`src/rtl/cmp_pkg.sv`:
```
// Shared types and sizing helpers for the sequential magnitude comparator.
// Optional feature macro: CMP_HAMMING_EN (Hamming-distance output).
package cmp_pkg;

  typedef enum logic [1:0] {
    IDLE = 2'd0,
    RUN  = 2'd1,
    DONE = 2'd2
  } cmp_state_t;

  // Number of slices scanned per compare.
  function automatic int nslice(input int width, input int slice);
    return width / slice;
  endfunction

  // Bits needed to hold a population count of 0..width.
  function automatic int hd_w(input int width);
    return $clog2(width + 1);
  endfunction

endpackage

```
`src/rtl/slice_cmp.sv`:
```
// Combinational single-slice comparator: inequality, greater-than (with
// optional sign-bit inversion for the top slice) and, with CMP_HAMMING_EN,
// the popcount of the slice difference.
module slice_cmp
  import cmp_pkg::*;
#(
  parameter int SLICE = 4
) (
  input  logic [SLICE-1:0]         sa,
  input  logic [SLICE-1:0]         sb,
  input  logic                     msb_inv,
  output logic                     neq,
  output logic                     gt
`ifdef CMP_HAMMING_EN
  ,
  output logic [hd_w(SLICE)-1:0]   popcnt
`endif
);

`ifdef CMP_HAMMING_EN
  localparam int PW = hd_w(SLICE);
  logic [SLICE-1:0] w_x;
`endif
  logic [SLICE-1:0] w_msk;

  // Inverting the MSB of both operands turns a two's-complement compare into an unsigned one.
  always_comb begin
    w_msk          = '0;
    w_msk[SLICE-1] = msb_inv;
    neq            = (sa != sb);
    gt             = ((sa ^ w_msk) > (sb ^ w_msk));
  end

`ifdef CMP_HAMMING_EN
  // Count differing bits within the slice.
  always_comb begin
    w_x    = sa ^ sb;
    popcnt = '0;
    for (int unsigned i = 0; i < SLICE; i++) begin
      popcnt = popcnt + PW'(w_x[i]);
    end
  end
`endif

endmodule

```
`src/rtl/seq_mag_comparator.sv`:
```
// Multi-cycle WIDTH-bit magnitude/equality comparator, scanning SLICE bits
// per clock MSB slice first. Optional feature macro: CMP_HAMMING_EN adds the
// hd output (Hamming distance of a^b).
module seq_mag_comparator
  import cmp_pkg::*;
#(
  parameter int WIDTH  = 32,
  parameter int SLICE  = 4,
  parameter int SIGNED = 0
) (
  input  logic                    clk,
  input  logic                    rst_n,
  input  logic                    start,
  input  logic [WIDTH-1:0]        a,
  input  logic [WIDTH-1:0]        b,
  output logic                    busy,
  output logic                    done,
  output logic                    eq,
  output logic                    lt,
  output logic                    gt
`ifdef CMP_HAMMING_EN
  ,
  output logic [hd_w(WIDTH)-1:0]  hd
`endif
);

  localparam int NSLICE = nslice(WIDTH, SLICE);
  localparam int IDXW   = (NSLICE > 1) ? $clog2(NSLICE) : 1;

  if ((WIDTH % SLICE) != 0) begin : g_width_chk
    $error("seq_mag_comparator: WIDTH must be a multiple of SLICE");
  end

  cmp_state_t        r_state;
  logic [WIDTH-1:0]  r_a;
  logic [WIDTH-1:0]  r_b;
  logic [IDXW-1:0]   r_idx;
  logic              r_decided;
  logic              r_gt_w;
  logic              r_lt_w;
  logic              r_busy;
  logic              r_done;
  logic              r_eq;
  logic              r_lt;
  logic              r_gt;

  logic              w_msb_inv;
  logic              w_neq;
  logic              w_gt;
  logic              w_dec_n;
  logic              w_gt_n;
  logic              w_lt_n;

`ifdef CMP_HAMMING_EN
  localparam int HDW = hd_w(WIDTH);
  localparam int PW  = hd_w(SLICE);
  logic [HDW-1:0]    r_hd_acc;
  logic [HDW-1:0]    r_hd;
  logic [PW-1:0]     w_pc;
  logic [HDW-1:0]    w_hd_n;
`endif

  // Working operands are shifted left each cycle, so the current slice is always the top one.
  slice_cmp #(
    .SLICE (SLICE)
  ) u_slice (
    .sa      (r_a[WIDTH-1 -: SLICE]),
    .sb      (r_b[WIDTH-1 -: SLICE]),
    .msb_inv (w_msb_inv),
    .neq     (w_neq),
    .gt      (w_gt)
`ifdef CMP_HAMMING_EN
    ,
    .popcnt  (w_pc)
`endif
  );

  // Decision after including the current slice; the first differing slice wins.
  always_comb begin
    w_msb_inv = (SIGNED != 0) && (r_idx == IDXW'(NSLICE - 1));
    w_dec_n   = r_decided | w_neq;
    w_gt_n    = r_decided ? r_gt_w : (w_neq & w_gt);
    w_lt_n    = r_decided ? r_lt_w : (w_neq & ~w_gt);
`ifdef CMP_HAMMING_EN
    w_hd_n    = r_hd_acc + HDW'(w_pc);
`endif
  end

  // Control FSM, slice scan and registered results.
  always_ff @(posedge clk or negedge rst_n) begin
    if (!rst_n) begin
      r_state   <= IDLE;
      r_a       <= '0;
      r_b       <= '0;
      r_idx     <= '0;
      r_decided <= 1'b0;
      r_gt_w    <= 1'b0;
      r_lt_w    <= 1'b0;
      r_busy    <= 1'b0;
      r_done    <= 1'b0;
      r_eq      <= 1'b0;
      r_lt      <= 1'b0;
      r_gt      <= 1'b0;
`ifdef CMP_HAMMING_EN
      r_hd_acc  <= '0;
      r_hd      <= '0;
`endif
    end else begin
      case (r_state)
        IDLE, DONE: begin
          r_done <= 1'b0;
          if (start) begin
            r_a       <= a;
            r_b       <= b;
            r_idx     <= IDXW'(NSLICE - 1);
            r_decided <= 1'b0;
            r_gt_w    <= 1'b0;
            r_lt_w    <= 1'b0;
            r_busy    <= 1'b1;
            r_state   <= RUN;
`ifdef CMP_HAMMING_EN
            r_hd_acc  <= '0;
`endif
          end else begin
            r_state <= IDLE;
          end
        end
        RUN: begin
          r_a       <= r_a << SLICE;
          r_b       <= r_b << SLICE;
          r_idx     <= r_idx - IDXW'(1);
          r_decided <= w_dec_n;
          r_gt_w    <= w_gt_n;
          r_lt_w    <= w_lt_n;
`ifdef CMP_HAMMING_EN
          r_hd_acc  <= w_hd_n;
`endif
          if (r_idx == '0) begin
            r_eq    <= ~w_dec_n;
            r_gt    <= w_gt_n;
            r_lt    <= w_lt_n;
`ifdef CMP_HAMMING_EN
            r_hd    <= w_hd_n;
`endif
            r_busy  <= 1'b0;
            r_done  <= 1'b1;
            r_state <= DONE;
          end
        end
        default: begin
          r_busy  <= 1'b0;
          r_done  <= 1'b0;
          r_state <= IDLE;
        end
      endcase
    end
  end

  assign busy = r_busy;
  assign done = r_done;
  assign eq   = r_eq;
  assign lt   = r_lt;
  assign gt   = r_gt;
`ifdef CMP_HAMMING_EN
  assign hd   = r_hd;
`endif

endmodule

```
`config.mk`:
```
export PLATFORM = sky130hd
export DESIGN_NAME = seq_mag_comparator
export DESIGN_NICKNAME = d
export VERILOG_FILES = /design/src/rtl/cmp_pkg.sv /design/src/rtl/slice_cmp.sv /design/src/rtl/seq_mag_comparator.sv
export SDC_FILE = /design/constraint.sdc
export NUM_CORES = 1
export LEC_CHECK = 0
export ABC_AREA = 1
export BUFFER_PORTS_ARGS = -buffer_cell sky130_fd_sc_hd__buf_2
export CAP_MARGIN = 20
export CELL_PAD_IN_SITES_DETAIL_PLACEMENT = 1
export CELL_PAD_IN_SITES_GLOBAL_PLACEMENT = 1
export CORE_UTILIZATION = 30
export CTS_CLUSTER_SIZE = 16
export DETAILED_ROUTE_END_ITERATION = 10
export GPL_TIMING_DRIVEN = 0
export PLACE_DENSITY_LB_ADDON = 0.1
export SLEW_MARGIN = 20
export SYNTH_ARGS = -nofsm -noshare
export SYNTH_HDL_FRONTEND = slang
export SYNTH_HIERARCHICAL = 1
export SYNTH_SLANG_ARGS = --single-unit
```
`constraint.sdc`:
```
create_clock -name clk -period 1.3 [get_ports clk]
set_input_delay 0.26 -clock clk [delete_from_list [all_inputs] [get_ports clk]]
set_output_delay 0.26 -clock clk [all_outputs]
set_load 0.02 [all_outputs]
```
==> results.md, run 1 <==
- The number of setup violations in the final report is a little over 60.
- Detailed placement ended at an HPWL of 7.71 mm.
- The post-route minimum period is 1.45 ns.
- The number of diodes added for antenna fixing is 0.
- The number of clock buffers inserted by TritonCTS is 9.
- The initial cell density of the core is between 30% and 40%.
- TritonCTS built the clock tree.
- The cell depth of the worst min-delay path is 3.
- The number of design rule violations left after detail routing is 0.
- The tool flagged a number of max-cap violations equal to 0.
- The count of endpoints failing hold in the final timing report was 0.
- Cells fill a little under half of the core in the end.
- The maximum fanout along the worst path is 5.
- The slack of the worst reg-to-reg path is -0.15 ns.
- The analysis attributes to cell leakage a power of ~3.6 nW.
- The commonest non-fill, non-tap cell in the layout is sky130_fd_sc_hd__nand2_1.
- For this run, the number of Yosys warnings is 6.
- The final reports fail on setup timing.
- For this design the top-level I/O count stands at 72.
- The worst path uses 112% of the clock period.
- The initialized floorplan defines 42 standard-cell rows.
- At the worst endpoint, the required time is 1.59 ns.
- The cell sitting at the root of the clock tree is a sky130_fd_sc_hd__clkbuf_16.
- The setup slack after layout is -0.151 ns.
- The clock tree skew after final layout is 0.0137 ns.
- The setup TNS is -6.07 ns.
- The depth of the worst register-to-register path is 7.
- The number of buffers on the longest clock path is 2.
- In the final layout, flip-flops and latches occupy ~1900 um2.
- The number of search-and-repair iterations in the first detailed-routing pass is 4.
- The total number of H-tree levels is 3.
- The number of nets in the layout is 779.
- The congestion estimate from routability-driven global placement came to between 0.7 and 0.8.
- The run finished, with violations left.
- The die span in x is roughly 120 um.
- The initial antenna violation count is 0.
- The layout filler cell count is 1,664.
- In this run, synthesis inferred 0 flip-flops with an integrated enable.
- The tree built by TritonCTS fans out to 76 sinks.
- Entering global routing, the biggest net connects 44 pins.
- Dividing the detail-routed wire length by the instance count gives 14.1 um.
- After layout, the design draws a total of 17.4 mW.
- After synthesis, the mean cell area works out to a little under 7 um2.
- Clock-pin slew was measured on the worst setup and hold paths at 0.07 ns.
- The worst setup path is launched from a flop.
- The share of flip-flops with an asynchronous set or reset after synthesis is 100%.
- The total track usage is 17.4%.
- For this block, the initial DRC count from the detailed router was 118.
- The later pin in the worst-skew pair is clocked with a latency of 0.36 ns.
- The full die area is about 14,000 um2.
- Traced cell by cell, the critical path runs through buf_6 -> nor2_4 -> clkbuf_16 -> clkbuf_16 -> buf_4 -> nand2_1 -> nand2_1.
- The number of distinct standard cells referenced by the synthesized netlist is 18.
- For this run, the register share of the synthesized area comes to between 40 and 50%.
- The data arrival at the endpoint of the critical path is between 1.5 and 2 ns.
- Cells with a size suffix above 1 make up 40.7% of the layout.
- The multi-input combinational cell area is 2220 um2.
- The delay contributed by the slowest stage of the critical path is 0.43 ns.
- The number of nets with antenna violations after detailed routing is 0.
- The via count of the first global-routing pass is 4,020.
- Leaving out fill and tap cells, the most frequent cells in the layout are 186 x sky130_fd_sc_hd__nand2_1, 123 x sky130_fd_sc_hd__inv_1, 73 x sky130_fd_sc_hd__dfrtp_1.
- The number of instances in the synthesized netlist is 598.
- The element type at the critical path end is a flop.
- The total global routing overflow is 0.
- The critical path in this run is classified as flop to flop.
- Setup repair after global routing could not meet its margin everywhere.
- The synthesized design contains between 70 and 80 register bits.
- The largest vdd supply drop is 761 uV.
- The highest-delay cell along the critical path is sky130_fd_sc_hd__dfrtp_2.
- In the routed layout, each cell is associated on average with a via count of 4.41.
- The maximum achievable frequency is between 600 and 700 MHz.
- The final layout contains routed wiring with a total length of 12.6 mm.
- After synthesis the cells add up to between 4000 and 5000 um2.
- The height of the die is roughly 120 um.
- In this run the tool buffered the top-level ports with 70 buffer cells.
- The via count of the routed design is roughly 3,900.
- The wire length of the first global-routing pass is approximately 19 mm.
- The count of pins over their slew limit came to 0.
- The worst hold-check path type is input port to flop.
- From synthesis to final layout, the design area changed by 52.6%.
- The most instantiated flip-flop cell in the synthesis netlist is sky130_fd_sc_hd__dfrtp_1.
- The floorplan step defined a core boundary enclosing 13,200 um2.
- Power spread over the standard cell area amounts to 2800 nW/um2.
-- power by group --
group / internal (mW) / switching, mW / leakage, nW
clock: 1.29 / 1.01 / 0.127
combinational: 4.77 / 5.91 / 2.55
sequential: 3.57 / 0.798 / 0.924
-- through the flow --
step | worst slack [ns] | cell area (um2) | instances | hold WS (ns)
global route | -0.225 | 6210 | 888 | 0.163
floorplan | 0.000411 | 4070 | 599 | -0.0356
detailed placement | -0.340 | 4670 | 846 | 0.265
CTS | -0.125 | 5180 | 870 | 0.145
global placement | -0.891 | 4640 | 845 | 0.455
finish | -0.151 | 6210 | 888 | 0.149
-- flip-flops by register name, indices dropped and copies added (netlist names) --
name / count
r_a: 32
r_b: 32
r_idx: 3
busy: 1
done: 1
eq: 1
gt: 1
lt: 1
r_decided: 1
r_gt_w: 1
r_lt_w: 1
r_state: 1
-- path summary, 6_finish.rpt --
path	from	end
hold / removal	b[3]	r_b[3]
setup / recovery	done	r_lt_w
max in group asynchronous	rst_n	r_state[0]
hold reg to reg	r_b[30]	r_b[30]
min in group asynchronous	rst_n	r_a[21]
setup reg to reg	done	r_lt_w
-- routing by layer --
layer  share of wire, %  GRT usage [%]
met4                1.8           7.59
met2                 49           29.1
met1                 46           22.4
met3                2.5           2.56
met5                  0              0
-- repair_timing --
item,in CTS,in global routing
gates resized for setup,59,191
hold buffers,1,0
setup endpoints to repair,70,64
buffers inserted,7,8
pin swaps,9,53
endpoints found under the hold margin,33,0
cloned,0,10
-- cell families after synthesis --
logic type | count (synthesis) | share of synthesized area (%)
AND/OR/NAND/NOR | 346 | 34.5
AO/OA/AOI/OAI | 12 | 1.66
buffers and inverters | 158 | 15.4
adder cells (fa/ha/maj) | 5 | 1.54
other | 1 | 0.0922
flip-flops | 76 | 46.8
-- critical path, delay by kind of cell, from the launching register on --
kind / cells / cell delay, ns
buffers and inverters: 4 / 0.62
AND/OR/NAND/NOR: 3 / 0.32
flip-flops: 1 / 0.43
-- Yosys cell counts, types with 3 or more instances --
cell type	number	share of area (%)
sky130_fd_sc_hd__o21ai_0	9	1.1
sky130_fd_sc_hd__buf_2	10	1.2
sky130_fd_sc_hd__clkbuf_1	10	0.92
sky130_fd_sc_hd__ha_1	5	1.5
sky130_fd_sc_hd__inv_1	129	12
sky130_fd_sc_hd__nand2_2	4	0.62
sky130_fd_sc_hd__nand2_1	269	25
sky130_fd_sc_hd__dfrtp_1	76	47
sky130_fd_sc_hd__inv_2	3	0.28
sky130_fd_sc_hd__buf_4	6	1.1
sky130_fd_sc_hd__nand3_1	68	8.4
-- area by class of cell --
class	instances	share of cell area (%)
timing repair buffer	97	12.8
clock buffer	13	3.87
clock inverter	3	0.242
inverter	132	8.06
multi-input combinational	365	35.8
tap	176	3.55
buffer	26	5.02
sequential	76	30.7
Power figures use the tool's default switching activity.
==> run 2, diff against run 1 <==
--- a/config.mk
+++ b/config.mk
@@ -5,8 +5,7 @@
 export SDC_FILE = /design/constraint.sdc
 export NUM_CORES = 1
 export LEC_CHECK = 0
-export ABC_AREA = 1
-export BUFFER_PORTS_ARGS = -buffer_cell sky130_fd_sc_hd__buf_2
+export BUFFER_PORTS_ARGS = -buffer_cell sky130_fd_sc_hd__clkbuf_2
 export CAP_MARGIN = 20
 export CELL_PAD_IN_SITES_DETAIL_PLACEMENT = 1
 export CELL_PAD_IN_SITES_GLOBAL_PLACEMENT = 1
==> results.md, run 2 <==
- The clock slew seen by the registers of the worst setup and hold paths is 0.06 ns (about the same).
- The count of pins over their slew limit is 0 (unchanged).
- The total power of the final layout is 14.5 mW (-16%).
- The largest vdd supply drop came to 1020 uV (+34%).
- The routed length per placed instance was 17.3 um (+22%).
- The total number of H-tree levels came to 3 (unchanged).
- The element type at the critical path end is a flop.
- The cell-internal power is 8.84 mW (-8.3%).
- The initial cell density of the core is 31.4% (+0.68 points).
- The part of the total power dissipated in combinational logic was 53.8% (-7.8 points).
- The initial antenna violation count is 0 (unchanged).
- The most instantiated flip-flop cell in the synthesis netlist is sky130_fd_sc_hd__dfrtp_1.
- The number of DRC violations after detailed-routing iteration 0 is 126 (+6.8%).
- The maximum fanout along the worst path is 2 (-3).
- The delay contributed by the slowest stage of the critical path is 0.42 ns (about the same).
- The largest net degree at the start of global routing is 77 (+75%).
- The minimum hold slack is 0.151 ns (+0.00265 ns).
- The number of I/O port buffers is 71 (+1.4%).
- The placer congestion estimate is 0.765 (+6.8%).
- The final reports fail on setup timing.
- The clock tree skew after final layout is 0.00726 ns (-0.00644 ns).
- The count of endpoints failing hold in the final timing report was 0 (unchanged).
- The switching power summed over all nets was 5.69 mW (-26%).
- The wire length of the first global-routing pass is 16.2 mm (-16%).
- The actual transition at the worst max-transition pin is 0.646 ns.
- The number of diodes added for antenna fixing is 0 (unchanged).
- Walking the worst path, the cells encountered are ha_4 -> nor2b_4 -> o211ai_1 -> a31oi_4 -> inv_2 -> a22oi_2 -> a21oi_1.
- The worst hold path terminates at r_a[0].
- The number of setup violations in the final report was 57 (-8.1%).
- The detailed-route vias per instance is 4.90 (+11%).
- The depth of the worst register-to-register path is 7 (unchanged).
- The largest registers in the layout are r_a: 32 flops, r_b: 32 flops, r_idx: 3 flops.
- The post-route minimum period is 1.59 ns (+0.139 ns).
- The total global routing overflow is 0 (unchanged).
- The total stage count of the critical path is 7 (unchanged).
- The number of flops mapped to enable cells by yosys is 0 (unchanged).
- The number of design rule violations left after detail routing came to 0 (unchanged).
- The required time at the endpoint of the critical path is 1.51 ns (-0.08 ns).
- The via count of the routed design is 3,147 (-20%).
- By count the netlist is led by 117 x sky130_fd_sc_hd__nand2_1, 76 x sky130_fd_sc_hd__dfrtp_1, 60 x sky130_fd_sc_hd__nor2_1, 57 x sky130_fd_sc_hd__a31oi_1, 14 x sky130_fd_sc_hd__buf_2.
- The height of the die is 110 um (-7.4%).
- The largest total area in the synthesized netlist belongs to sky130_fd_sc_hd__dfrtp_1.
- The part of the Yosys area used for sequential elements is 54.7% (+7.9 points).
- In the post-synthesis netlist, the biggest area contributors are sky130_fd_sc_hd__dfrtp_1 55%, sky130_fd_sc_hd__nand2_1 13%, sky130_fd_sc_hd__a31oi_1 10%, sky130_fd_sc_hd__nor2_1 6.5%, sky130_fd_sc_hd__a22o_1 2.0%.
- The via count of the first global-routing pass is 3,149 (-22%).
- The total core area is 11,100 um2 (-16%).
- The number of search-and-repair iterations in the first detailed-routing pass is 4 (unchanged).
- The start point of the worst min-delay path is a[0].
- Setup repair after global routing could not meet its margin everywhere.
- CTS placed an instance of sky130_fd_sc_hd__clkbuf_16 at the clock tree root.
- The number of instances in the synthesized netlist is 390 (-35%).
- The netlist area before placement came to 3480 um2 (-14%).
- The share of flip-flops with an asynchronous set or reset after synthesis is 100% (unchanged).
- The power share of the clock group is 15.4% (+2.2 points).
- The start of the worst register-to-register path is r_a[29].
- The family of cells with the greatest summed delay on the critical path is compound AO/OA/AOI/OAI gates.
- The net switching fraction of the power came to 39.2% (-5.3 points).
- The worst pin sits at a relative slew slack of 57.0%.
- The mean cell area of the mapped netlist is 8.92 um2 (+31%).
- The startpoint-to-endpoint class of the critical path is flop to flop.
- The portion of the clock cycle consumed by the worst path in the final layout is 122% (+11 points).
- The total track usage is 18.1% (+0.64 points).
- The number of buffers on the longest clock path was 2 (unchanged).
- The I/O pin count is 72 (unchanged).
- The number of buffer and inverter instances along the worst setup path came to 1 (-3).
- The proportion of layout cells with a drive suffix above 1 came to 47.6% (+6.9 points).
- The area overhead of the layout relative to synthesis is 58.3%.
- The die span in x is 110 um (-7.4%).
- The half-perimeter wire length of the detailed placement result came to 6.80 mm (-12%).
- The leakage dissipation is 2.53 nW (-30%).
- The flow ran to the end, but the final reports show violations.
- The number of nets in the layout was 572 (-27%).
- In this run the critical register-to-register path is captured at lt.
- TritonCTS built the clock tree.
- The number of distinct standard cells referenced by the synthesized netlist is 33 (+15).
- The slack of the worst reg-to-reg path is -0.29 ns (-0.14 ns).
- The power density over cell area was 2640 nW/um2 (-5.6%).
- The setup slack after layout is -0.290 ns (-0.139 ns).
- The max-capacitance violation count is 0 (unchanged).
- The commonest non-fill, non-tap cell in the layout is sky130_fd_sc_hd__nand2_1.
- STA classifies the critical path startpoint as a flop.
- Leaving out fill and tap cells, the most frequent cells in the layout are 84 x sky130_fd_sc_hd__nand2_1, 74 x sky130_fd_sc_hd__dfrtp_1, 70 x sky130_fd_sc_hd__clkbuf_2.
- The total number of clock tree sinks is 76 (unchanged).
- The relative contribution of sequential cells to total power is 30.8% (+5.6 points).
- The total of flip-flops plus latches after synthesis was 76 (unchanged).
- The worst hold-check path type is input port to flop.
- The latest clock arrival within the worst-skew pair is 0.33 ns (-0.03 ns).
- The number of nets with antenna violations after detailed routing is 0 (unchanged).
- Among all cell types in the netlist, the one instantiated most often is sky130_fd_sc_hd__nand2_1.
- The data arrival at the endpoint of the critical path was 1.80 ns (+0.06 ns).
- The number of core rows is 38 (-9.5%).
- The count of warnings emitted by yosys is 6 (unchanged).
- The final routed wirelength across all metal layers is 11.1 mm (-12%).
- The layout filler cell count is 1,252 (-25%).
- The full die area is 12,000 um2 (-14%).
- The number of clock buffers inserted by TritonCTS is 9 (unchanged).
- The maximum achievable frequency is 629 MHz (-8.7%).
- The cell depth of the worst min-delay path was 2 (-1).
- The highest-delay cell along the critical path is sky130_fd_sc_hd__dfrtp_1.
- The setup TNS came to -3.29 ns (+2.78 ns).
- The share of the synthesized area in the top cell type is 54.7% (+7.9 points).
==> run 2: cell types whose count changed after synthesis, moves of 8 or more <==
| cell | before | now |
|---|---|---|
| sky130_fd_sc_hd__inv_1 | 129 | 7 |
| sky130_fd_sc_hd__o21ai_0 | 9 | 1 |
| sky130_fd_sc_hd__nand3_1 | 68 | 0 |
| sky130_fd_sc_hd__a22o_1 | 0 | 8 |
| sky130_fd_sc_hd__a31oi_1 | 0 | 57 |
| sky130_fd_sc_hd__nand2_1 | 269 | 117 |
| sky130_fd_sc_hd__nor2_1 | 2 | 60 |
==> run 2: worst max-delay path by stage <==
stage              to  startpoint  slack, ns
3_3_place_gp     done       rst_n      -1.08
5_1_grt        r_gt_w     r_b[29]      -0.38
3_5_place_dp       lt     r_a[29]      -0.38
6_report           lt     r_a[29]      -0.29
4_1_cts            lt     r_b[29]      -0.34
2_1_floorplan  r_gt_w     r_a[29]      -0.15
==> run 2: area by class of cell <==
class,instances,area (um2),area share (%)
clock buffers,13,250,4.55
well taps,140,175,3.18
repair buffers,99,838,15.2
inverters,7,28.8,0.523
plain buffers,27,367,6.66
multi-input cells,280,1940,35.3
flip-flops and latches,76,1900,34.6
==> run 2: power by group through the flow <==
stage	Combinational (mW)	Sequential [mW]	Clock (mW)
3_5_place_dp	4.45	4.24	0
6_report	7.81	4.48	2.24
3_3_place_gp	4.32	4.22	0
2_1_floorplan	3.17	4.08	0
4_1_cts	4.79	4.23	2.30
5_1_grt	8.48	4.61	2.38
==> run 2: what timing repair did <==
item,in CTS,in global routing
setup buffers,2,17
endpoints found under the hold margin,57,0
gates resized for setup,30,208
cloned,0,9
hold buffers,1,0
setup endpoints to repair,71,74
pin swaps,5,54
==> run 2: metrics by stage <==
stage                     instances  area, um2  setup slack (ns)  utilization (%)
after floorplan                 391       3480            -0.145                -
after global placement          602       4010             -1.08             36.2
after detailed placement        602       4020            -0.377             36.3
after CTS                       618       4380            -0.343             39.6
after global routing            642       5510            -0.378             49.7
final                           642       5510            -0.290             49.7
==> run 2: logic make-up (layout without fill, tap and decap cells) <==
logic type      Yosys count  in the layout  share of synthesized area, %
mux                       1              1                         0.324
other cells               1              2                         0.108
simple gates            190            190                          22.1
buf+inv                  35            146                          4.86
flops                    76             76                          54.7
xor+xnor                  2              2                         0.504
fa+ha+maj                 5              5                          1.80
compound gates           80             80                          15.6
==> run 2: layer usage <==
| metal | track usage (%) | wire, um | up-vias |
|---|---|---|---|
| li1 | - | - | 1532 |
| met1 | 24.6 | 5310 | 1552 |
| met2 | 28.4 | 5300 | 53 |
| met3 | 4.03 | 356 | 10 |
| met4 | 6.00 | 116 | 0 |
| met5 | 0 | 0 | - |
